<file path="src/rtl/display_mode_sequencer.sv">
// Frame-synchronous display mode sequencer: arbitrates host, button and auto-cycle requests,
// blanks video across the switch and hands the new mode to the generators via a load handshake.
module display_mode_sequencer #(
    parameter int AUTO_FRAMES  = 300,
    parameter int BLANK_FRAMES = 2,
    parameter int ACK_TIMEOUT  = 1023
) (
    input  logic       sys_clk,
    input  logic       sys_rst_n,
    input  logic       btn_next,
    input  logic       auto_en,
    input  logic       cmd_valid,
    input  logic [1:0] cmd_mode,
    output logic       cmd_ready,
    input  logic       frame_start,
    input  logic       gen_ack,
    output logic [1:0] mode_sel,
    output logic       load_req,
    output logic       blank,
    output logic       busy,
    output logic       err_pulse
);

    typedef enum logic [2:0] {
        S_IDLE,
        S_WAIT_FRM,
        S_BLANK,
        S_LOAD,
        S_UNBLANK
    } state_t;

    localparam logic [11:0] FRM_LAST = 12'(AUTO_FRAMES - 1);
    localparam logic [3:0]  BLK_LAST = 4'(BLANK_FRAMES - 1);
    localparam logic [15:0] TO_LAST  = 16'(ACK_TIMEOUT - 1);

    state_t      state;
    logic [11:0] frm_cnt;
    logic [3:0]  blk_cnt;
    logic [15:0] to_cnt;
    logic [1:0]  pend_mode;
    logic [1:0]  prev_mode;

    logic        cmd_xfer;
    logic        auto_tick;
    logic        capture;
    logic        req_switch;
    logic [1:0]  req_target;

    function automatic logic [1:0] next_mode(input logic [1:0] m);
        case (m)
            2'd1:    next_mode = 2'd2;
            2'd2:    next_mode = 2'd3;
            default: next_mode = 2'd1;
        endcase
    endfunction

    // Request arbitration: host command beats button beats auto tick; losers are dropped.
    always_comb begin
        cmd_xfer   = cmd_valid & cmd_ready & (state == S_IDLE);
        auto_tick  = (state == S_IDLE) & auto_en & frame_start & (frm_cnt == FRM_LAST);
        capture    = (state == S_IDLE) & (cmd_xfer | btn_next | auto_tick);
        req_target = next_mode(mode_sel);
        req_switch = 1'b1;
        if (cmd_xfer) begin
            req_target = cmd_mode;
            req_switch = (cmd_mode != 2'd0) && (cmd_mode != mode_sel);
        end
    end

    always_ff @(posedge sys_clk or negedge sys_rst_n) begin
        if (!sys_rst_n) begin
            state     <= S_IDLE;
            mode_sel  <= 2'd1;
            load_req  <= 1'b0;
            blank     <= 1'b0;
            busy      <= 1'b0;
            cmd_ready <= 1'b1;
            err_pulse <= 1'b0;
            frm_cnt   <= 12'd0;
            blk_cnt   <= 4'd0;
            to_cnt    <= 16'd0;
            pend_mode <= 2'd1;
            prev_mode <= 2'd1;
        end else begin
            err_pulse <= 1'b0;
            case (state)
                S_IDLE: begin
                    if (!auto_en || capture) begin
                        frm_cnt <= 12'd0;
                    end else if (frame_start) begin
                        frm_cnt <= frm_cnt + 12'd1;
                    end
                    if (cmd_xfer && (cmd_mode == 2'd0)) begin
                        err_pulse <= 1'b1;
                    end
                    if (capture && req_switch) begin
                        pend_mode <= req_target;
                        busy      <= 1'b1;
                        cmd_ready <= 1'b0;
                        state     <= S_WAIT_FRM;
                    end
                end
                S_WAIT_FRM: begin
                    if (frame_start) begin
                        blank   <= 1'b1;
                        blk_cnt <= 4'd0;
                        state   <= S_BLANK;
                    end
                end
                S_BLANK: begin
                    if (frame_start) begin
                        if (blk_cnt == BLK_LAST) begin
                            prev_mode <= mode_sel;
                            mode_sel  <= pend_mode;
                            load_req  <= 1'b1;
                            to_cnt    <= 16'd0;
                            state     <= S_LOAD;
                        end else begin
                            blk_cnt <= blk_cnt + 4'd1;
                        end
                    end
                end
                S_LOAD: begin
                    // An acknowledge in the final timeout cycle still counts as success.
                    if (gen_ack) begin
                        load_req <= 1'b0;
                        state    <= S_UNBLANK;
                    end else if (to_cnt == TO_LAST) begin
                        load_req  <= 1'b0;
                        mode_sel  <= prev_mode;
                        err_pulse <= 1'b1;
                        state     <= S_UNBLANK;
                    end else begin
                        to_cnt <= to_cnt + 16'd1;
                    end
                end
                S_UNBLANK: begin
                    if (frame_start) begin
                        blank     <= 1'b0;
                        busy      <= 1'b0;
                        cmd_ready <= 1'b1;
                        frm_cnt   <= 12'd0;
                        state     <= S_IDLE;
                    end
                end
                default: state <= S_IDLE;
            endcase
        end
    end

endmodule

</file>
<file path="config.mk">
export PLATFORM = sky130hd
export DESIGN_NAME = display_mode_sequencer
export DESIGN_NICKNAME = d
export VERILOG_FILES = /design/src/rtl/display_mode_sequencer.sv
export SDC_FILE = /design/constraint.sdc
export NUM_CORES = 1
export LEC_CHECK = 0
export BUFFER_PORTS_ARGS = -buffer_cell sky130_fd_sc_hd__clkbuf_2
export CAP_MARGIN = 40
export CORE_AREA = 2 2 96 98
export CTS_CLUSTER_DIAMETER = 200
export DETAILED_ROUTE_END_ITERATION = 8
export DIE_AREA = 0 0 98 100
export GPL_TIMING_DRIVEN = 0
export PLACE_DENSITY = 0.52
export RECOVER_POWER = 50
export SETUP_SLACK_MARGIN = 0.05
export SYNTH_ARGS = -nofsm -noshare
export SYNTH_HDL_FRONTEND = slang
export SYNTH_SLANG_ARGS = --single-unit
</file>
<file path="constraint.sdc">
create_clock -name sys_clk -period 2.4 [get_ports sys_clk]
set_input_delay 0.12 -clock sys_clk [delete_from_list [all_inputs] [get_ports sys_clk]]
set_output_delay 0.12 -clock sys_clk [all_outputs]
set_load 0.1 [all_outputs]
</file>
; ---- After elaboration in Yosys (flattened, before gate mapping)
; Cells that the tools add are included.
[totals]
register_bits = 46
input_bits = 9
out_inout_bits = 7
[op_classes]
addsub = 3
n_eq_ne = 21
n_mux = 45
bitwise = 8
n_reduce_logical = 22
[op_table]
columns = op, count
row1 = $mux 16, 4
row2 = $mux 12, 3
row3 = $pmux 16 s2, 1
row4 = $pmux 12 s2, 1
row5 = $mux 3, 7
row6 = $add 16x1->16 const B, 1
row7 = $eq 16x10->1 const B, 1
row8 = $ne 2x2->1 const B, 8
row9 = $pmux 3 s5, 1
row10 = $add 12x1->12 const B, 1
row11 = $eq 12x9->1 const B, 1
row12 = $mux 1, 12
row13 = $mux 4, 3
row14 = $reduce_and 3->1, 4
row15 = $mux 2, 5
row16 = $pmux 1 s2, 5
row17 = $reduce_and 5->1, 2
row18 = $reduce_bool 2->1, 5
row19 = $pmux 2 s2, 2
row20 = $pmux 4 s2, 1
row21 = $reduce_and 4->1, 2
row22 = $and 1x1->1, 6
row23 = $eq 3x2->1 const B, 2
row24 = $reduce_and 6->1, 1
row25 = other kinds (17), 20

; ---- Depth between registers and ports, before layout
[logic_depth]
ltp_word = 9
depth_mapped = 7

; ---- Worst setup path before layout
; No wires, ideal clock.
[synth_path]
path_type = reg2reg
from = reg cmd_ready
to = reg frm_cnt[2]
setup_time_ns = 0.121
t_arrival_ns = 1.939
required_ns = 2.279
path_slack_ns = 0.340
path_stages_with_launch = 7
period_less_slack_ns = 2.060
cell_sequence = dfstp_2 a21oi_1 a21oi_1 o21a_1 clkbuf_1 o21ai_0 a22o_1
[synth_via]
elab_chain_len = 8
word_cells_on_any_way = 10
cone_classes = 1 x eq/ne / 2 x mux / 5 x bitwise / 2 x reduce/logical
[synth_rtl]
columns = item, line
row1 = "start, declared", 14  ; output logic cmd_ready,
row2 = "start signal, assigned", 77  ; cmd_ready <= 1'b1;
row3 = "start signal, assigned", 99  ; cmd_ready <= 1'b0;
row4 = "start signal, assigned", 141  ; cmd_ready <= 1'b1;
row5 = $and 1x1->1 * (2 in a row), 59  ; cmd_xfer = cmd_valid & cmd_ready & (state == S_IDLE);
row6 = $or 1x1->1 * (2 in a row), 61  ; capture = (state == S_IDLE) & (cmd_xfer | btn_next | auto_tick);
row7 = $and 1x1->1 *, 61
row8 = $logic_or 1x1->1 *, 88  ; if (!auto_en || capture) begin
row9 = $ne 3x2->1 (no source line) or $mux 12 (tied branches), -
row10 = $reduce_and 3->1 (no source line) or $pmux 12 s2 (tied branches), -
row11 = "end signal, assigned", 91  ; frm_cnt <= frm_cnt + 12'd1;
row12 = "end, declared", 37  ; logic [11:0] frm_cnt;
; Mark *: on every way between the ends. The rest lies on a longest branch, timed or not.
; A chain may end at the register's enable or synchronous reset.

; ---- Worst setup path in the final report
[layout_path]
from = reg blk_cnt[1]
to = reg to_cnt[12]
[layout_via]
elab_chain_len = 3
[layout_rtl]
columns = item, line
row1 = "start, declared", 38  ; logic [3:0] blk_cnt;
row2 = "start signal, assigned", 119  ; blk_cnt <= blk_cnt + 4'd1;
row3 = $eq 4x1->1, 112  ; if (blk_cnt == BLK_LAST) begin
row4 = $ne 2x2->1 (no source line), -
row5 = $reduce_and 5->1 (no source line), -
row6 = "end signal, assigned", 134  ; to_cnt <= to_cnt + 16'd1;
row7 = "end, declared", 39  ; logic [15:0] to_cnt;
; No other way between the ends.

==> flow_summary.json <==
{
  "fin_area_sq_mm": 0.00287,
  "synth_seq_cells": 46,
  "min_period_over_period_pct": 91.4,
  "multi_input_area_sq_mm": 0.00133,
  "tightest_slew_ps": 1170,
  "synth_edf_count": 0,
  "final_hold_viol_count": 0,
  "htreeDepth": 2,
  "rr_endpoint": "to_cnt[12]",
  "synth_xor_area_share_pct": 2.40,
  "core-area_sq_mm": 0.00889,
  "period_needed_ps": 2190,
  "cp-end-kind": "register",
  "num_vias": 2113,
  "fp-row-count": 35,
  "grt.busiest_layer": "met2",
  "vias_per_cell": 5.19,
  "grt_start_max_net_pins": 29,
  "place.gp.congestion": 0.759,
  "nets": 310,
  "grt_usage_pct": 12.3,
  "clock_path_buffers": 2,
  "min_to": "err_pulse",
  "synth_cell_types": 54,
  "dpl-instance-area_sq_mm": 0.00279,
  "synthMuxAreaShare_pct": 2.84,
  "numCtsBuffers": 5,
  "slew_violations": 0,
  "hold_depth": 2,
  "rr_worst_depth": 7,
  "syn-num-nets": 286,
  "crit_fanout": 8,
  "clkTransAtPathRegs_ps": 90,
  "crit_arrival_ps": 2420,
  "rsz0062_at_grt": "no",
  "power.leakage_uw": 0.00117,
  "nFillCells": 938,
  "start_util_pct": 28.8,
  "start_kind": "register",
  "syn_area_sq_mm": 0.00256,
  "cts_root_buf": "clkbuf_8",
  "slowest_stage": "or4_1",
  "peakVddDrop_v": 0.000524,
  "worst_ep_required_time_ps": 2620,
  "r2r_slack_ps": 210,
  "hp-class": "input pin to register",
  "grt_pass1_vias": 2026,
  "drv_cap": 0,
  "slowest_delay_ps": 500,
  "cts.sinks": 46,
  "io_pins": 16,
  "grt_pass1_wl_um": 9920,
  "r2r-start": "blk_cnt[1]",
  "cts_tree": "yes",
  "crit_type": "register to register",
  "drive_gt1_share_pct": 11.8,
  "skew_ps": 6.38,
  "register_area_sq_mm": 0.00116,
  "met3_usage_pct": 2.51,
  "ys_seq_area_share_pct": 45.2,
  "dpl.hpwl_um": 4170,
  "dieArea_sq_mm": 0.00980,
  "final_cell_mix": "dfrtp_1 (42), nand2_1 (28), o21ai_0 (27), nor2_1 (20), a21oi_1 (16)",
  "postCtsSetupRepairBufs": 0,
  "synth_adder_area_share_pct": 2.94,
  "mostFrequentLayoutCell": "dfrtp_1",
  "wl_per_cell_um": 13.9,
  "antenna_found_initial": 0,
  "wl_um": 5640,
  "area_growth_pct": 12.3,
  "drtPass1Iterations": 4,
  "yosys.area_share.simple_pct": 23.9,
  "setup_violations": 0,
  "status": "finished, final reports clean",
  "grt_use_met2_pct": 19.1,
  "utilization_pct": 32.3,
  "io_buffers": 15,
  "dr.first_iter.drc_count": 123,
  "die_w_um": 98,
  "overflow": 0,
  "cts_resized": 0,
  "cp_cell_sequence": "inv_1 -> ha_1 -> or3b_4 -> o22ai_4 -> o2111ai_4 -> or4_1 -> o21ai_1",
  "hold_buffers": 1,
  "powerDensity_mw_per_mm2": 886,
  "antenna_cells": 0,
  "synth-main-ff-cell": "dfrtp_1",
  "hold_start": "cmd_mode[0]",
  "antenna_left": 0,
  "drc": 0,
  "grt_use_met1_pct": 17.6,
  "synth_top_family_by_area": "simple AND/OR/NAND/NOR gates",
  "synth-compound-area-share_pct": 20.1,
  "relSlewSlack_pct": 22.3,
  "syn_inst": 271,
  "timing.fmax_ghz": 0.456,
  "avgSynthCellArea_sq_um": 9.44,
  "async_reset_ff_share_pct": 100,
  "setup-tns-final_ps": 0,
  "yosys_warnings": 0,
  "die_y_um": 100,
  "clk-insertion-delay-late_ps": 290
}
[logic make-up (layout without fill, tap and decap cells)]
kind of cell / after synthesis / count (layout)
fa+ha+maj: 6 / 6
flops: 46 / 46
simple gates: 111 / 111
xor+xnor: 7 / 7
mux: 7 / 7
buf+inv: 17 / 42
compound gates: 77 / 77
[layout make-up]
class | instances | share of cell area (%)
Clock buffer | 8 | 3.14
Tap cell | 111 | 4.84
Sequential cell | 46 | 40.3
Buffer | 8 | 1.18
Timing Repair Buffer | 17 | 2.96
Inverter | 9 | 1.18
Multi-Input combinational cell | 208 | 46.4
[sequential cells by signal, summed over array words and instances (netlist names)]
signal,count
blk_cnt,4
blank,1
state,3
frm_cnt,12
to_cnt,16
pend_mode,2
err_pulse,1
load_req,1
mode_sel,2
prev_mode,2
busy,1
cmd_ready,1
[Yosys cell counts, types with 2 or more instances]
master	instances	share of area, %
mux2_1	2	0.88
o21a_1	2	0.59
mux2i_1	5	2.0
a22o_1	3	1.0
nor2b_1	3	0.73
nand4_1	7	1.7
dfrtp_1	42	41
o21ai_0	27	5.3
o31ai_1	4	1.2
dfstp_2	4	4.1
nand2_1	28	4.1
nor3_1	3	0.59
xnor2_1	2	0.69
xor2_1	5	1.7
clkbuf_1	5	0.73
nor2_1	20	2.9
o211ai_2	2	0.98
a31oi_1	8	2.0
or3_1	9	2.2
nor4_1	2	0.49
nand3b_1	2	0.59
buf_2	3	0.59
inv_1	9	1.3
nand4bb_1	2	0.88
nand3_1	15	2.9
or4_1	3	0.88
a21oi_1	16	3.1
ha_1	6	2.9
and3_1	2	0.49
nor3b_1	3	0.88
o211ai_1	4	1.2
[how the worst max path moves through the flow]
stage | start | to | slack (ps) | cells past startpoint
after global routing | blk_cnt[1] | to_cnt[12] | 70 | 7
after global placement | blk_cnt[1] | to_cnt[12] | 240 | 7
after CTS | blk_cnt[1] | to_cnt[12] | 170 | 7
final | blk_cnt[1] | to_cnt[12] | 210 | 7
after detailed placement | blk_cnt[1] | to_cnt[12] | 200 | 7
after floorplan | cmd_ready | frm_cnt[2] | 340 | 6
[per-layer routing]
| metal | part of all wire, % | up-vias |
|---|---|---|
| met1 | 51 | 1038 |
| met3 | 2.2 | 5 |
| met2 | 45 | 21 |
| met5 | 0 | - |
| li1 | - | 1049 |
| met4 | 1.4 | 0 |
[power by group]
part	internal (uW)	leakage, uW	switching (uW)	total [uW]
registers	938	0.000602	142	1080
logic	306	0.000525	671	977
clock network	235	0.0000455	251	487
total	1480	0.00117	1060	2540
[metrics by stage]
step | power, uW | setup WS [ps] | hold WS, ps | instances
final | 2540 | 206 | 60.8 | 407
after global routing | 2740 | 65.9 | 58.2 | 407
after CTS | 2590 | 173 | 57.8 | 407
after detailed placement | 2080 | 199 | 123 | 398
after global placement | 2060 | 239 | 358 | 397
after floorplan | 1850 | 340 | -176 | 271
[critical path: cells and delay by family (launching register included)]
family / cells / cell delay [ps]
DFF: 1 / 410
AOI/OAI and AO/OA: 3 / 580
and+or+nand+nor: 2 / 920
adders and majority gates: 1 / 150
buffers and inverters: 1 / 70
(Power assumes the default switching activity.)
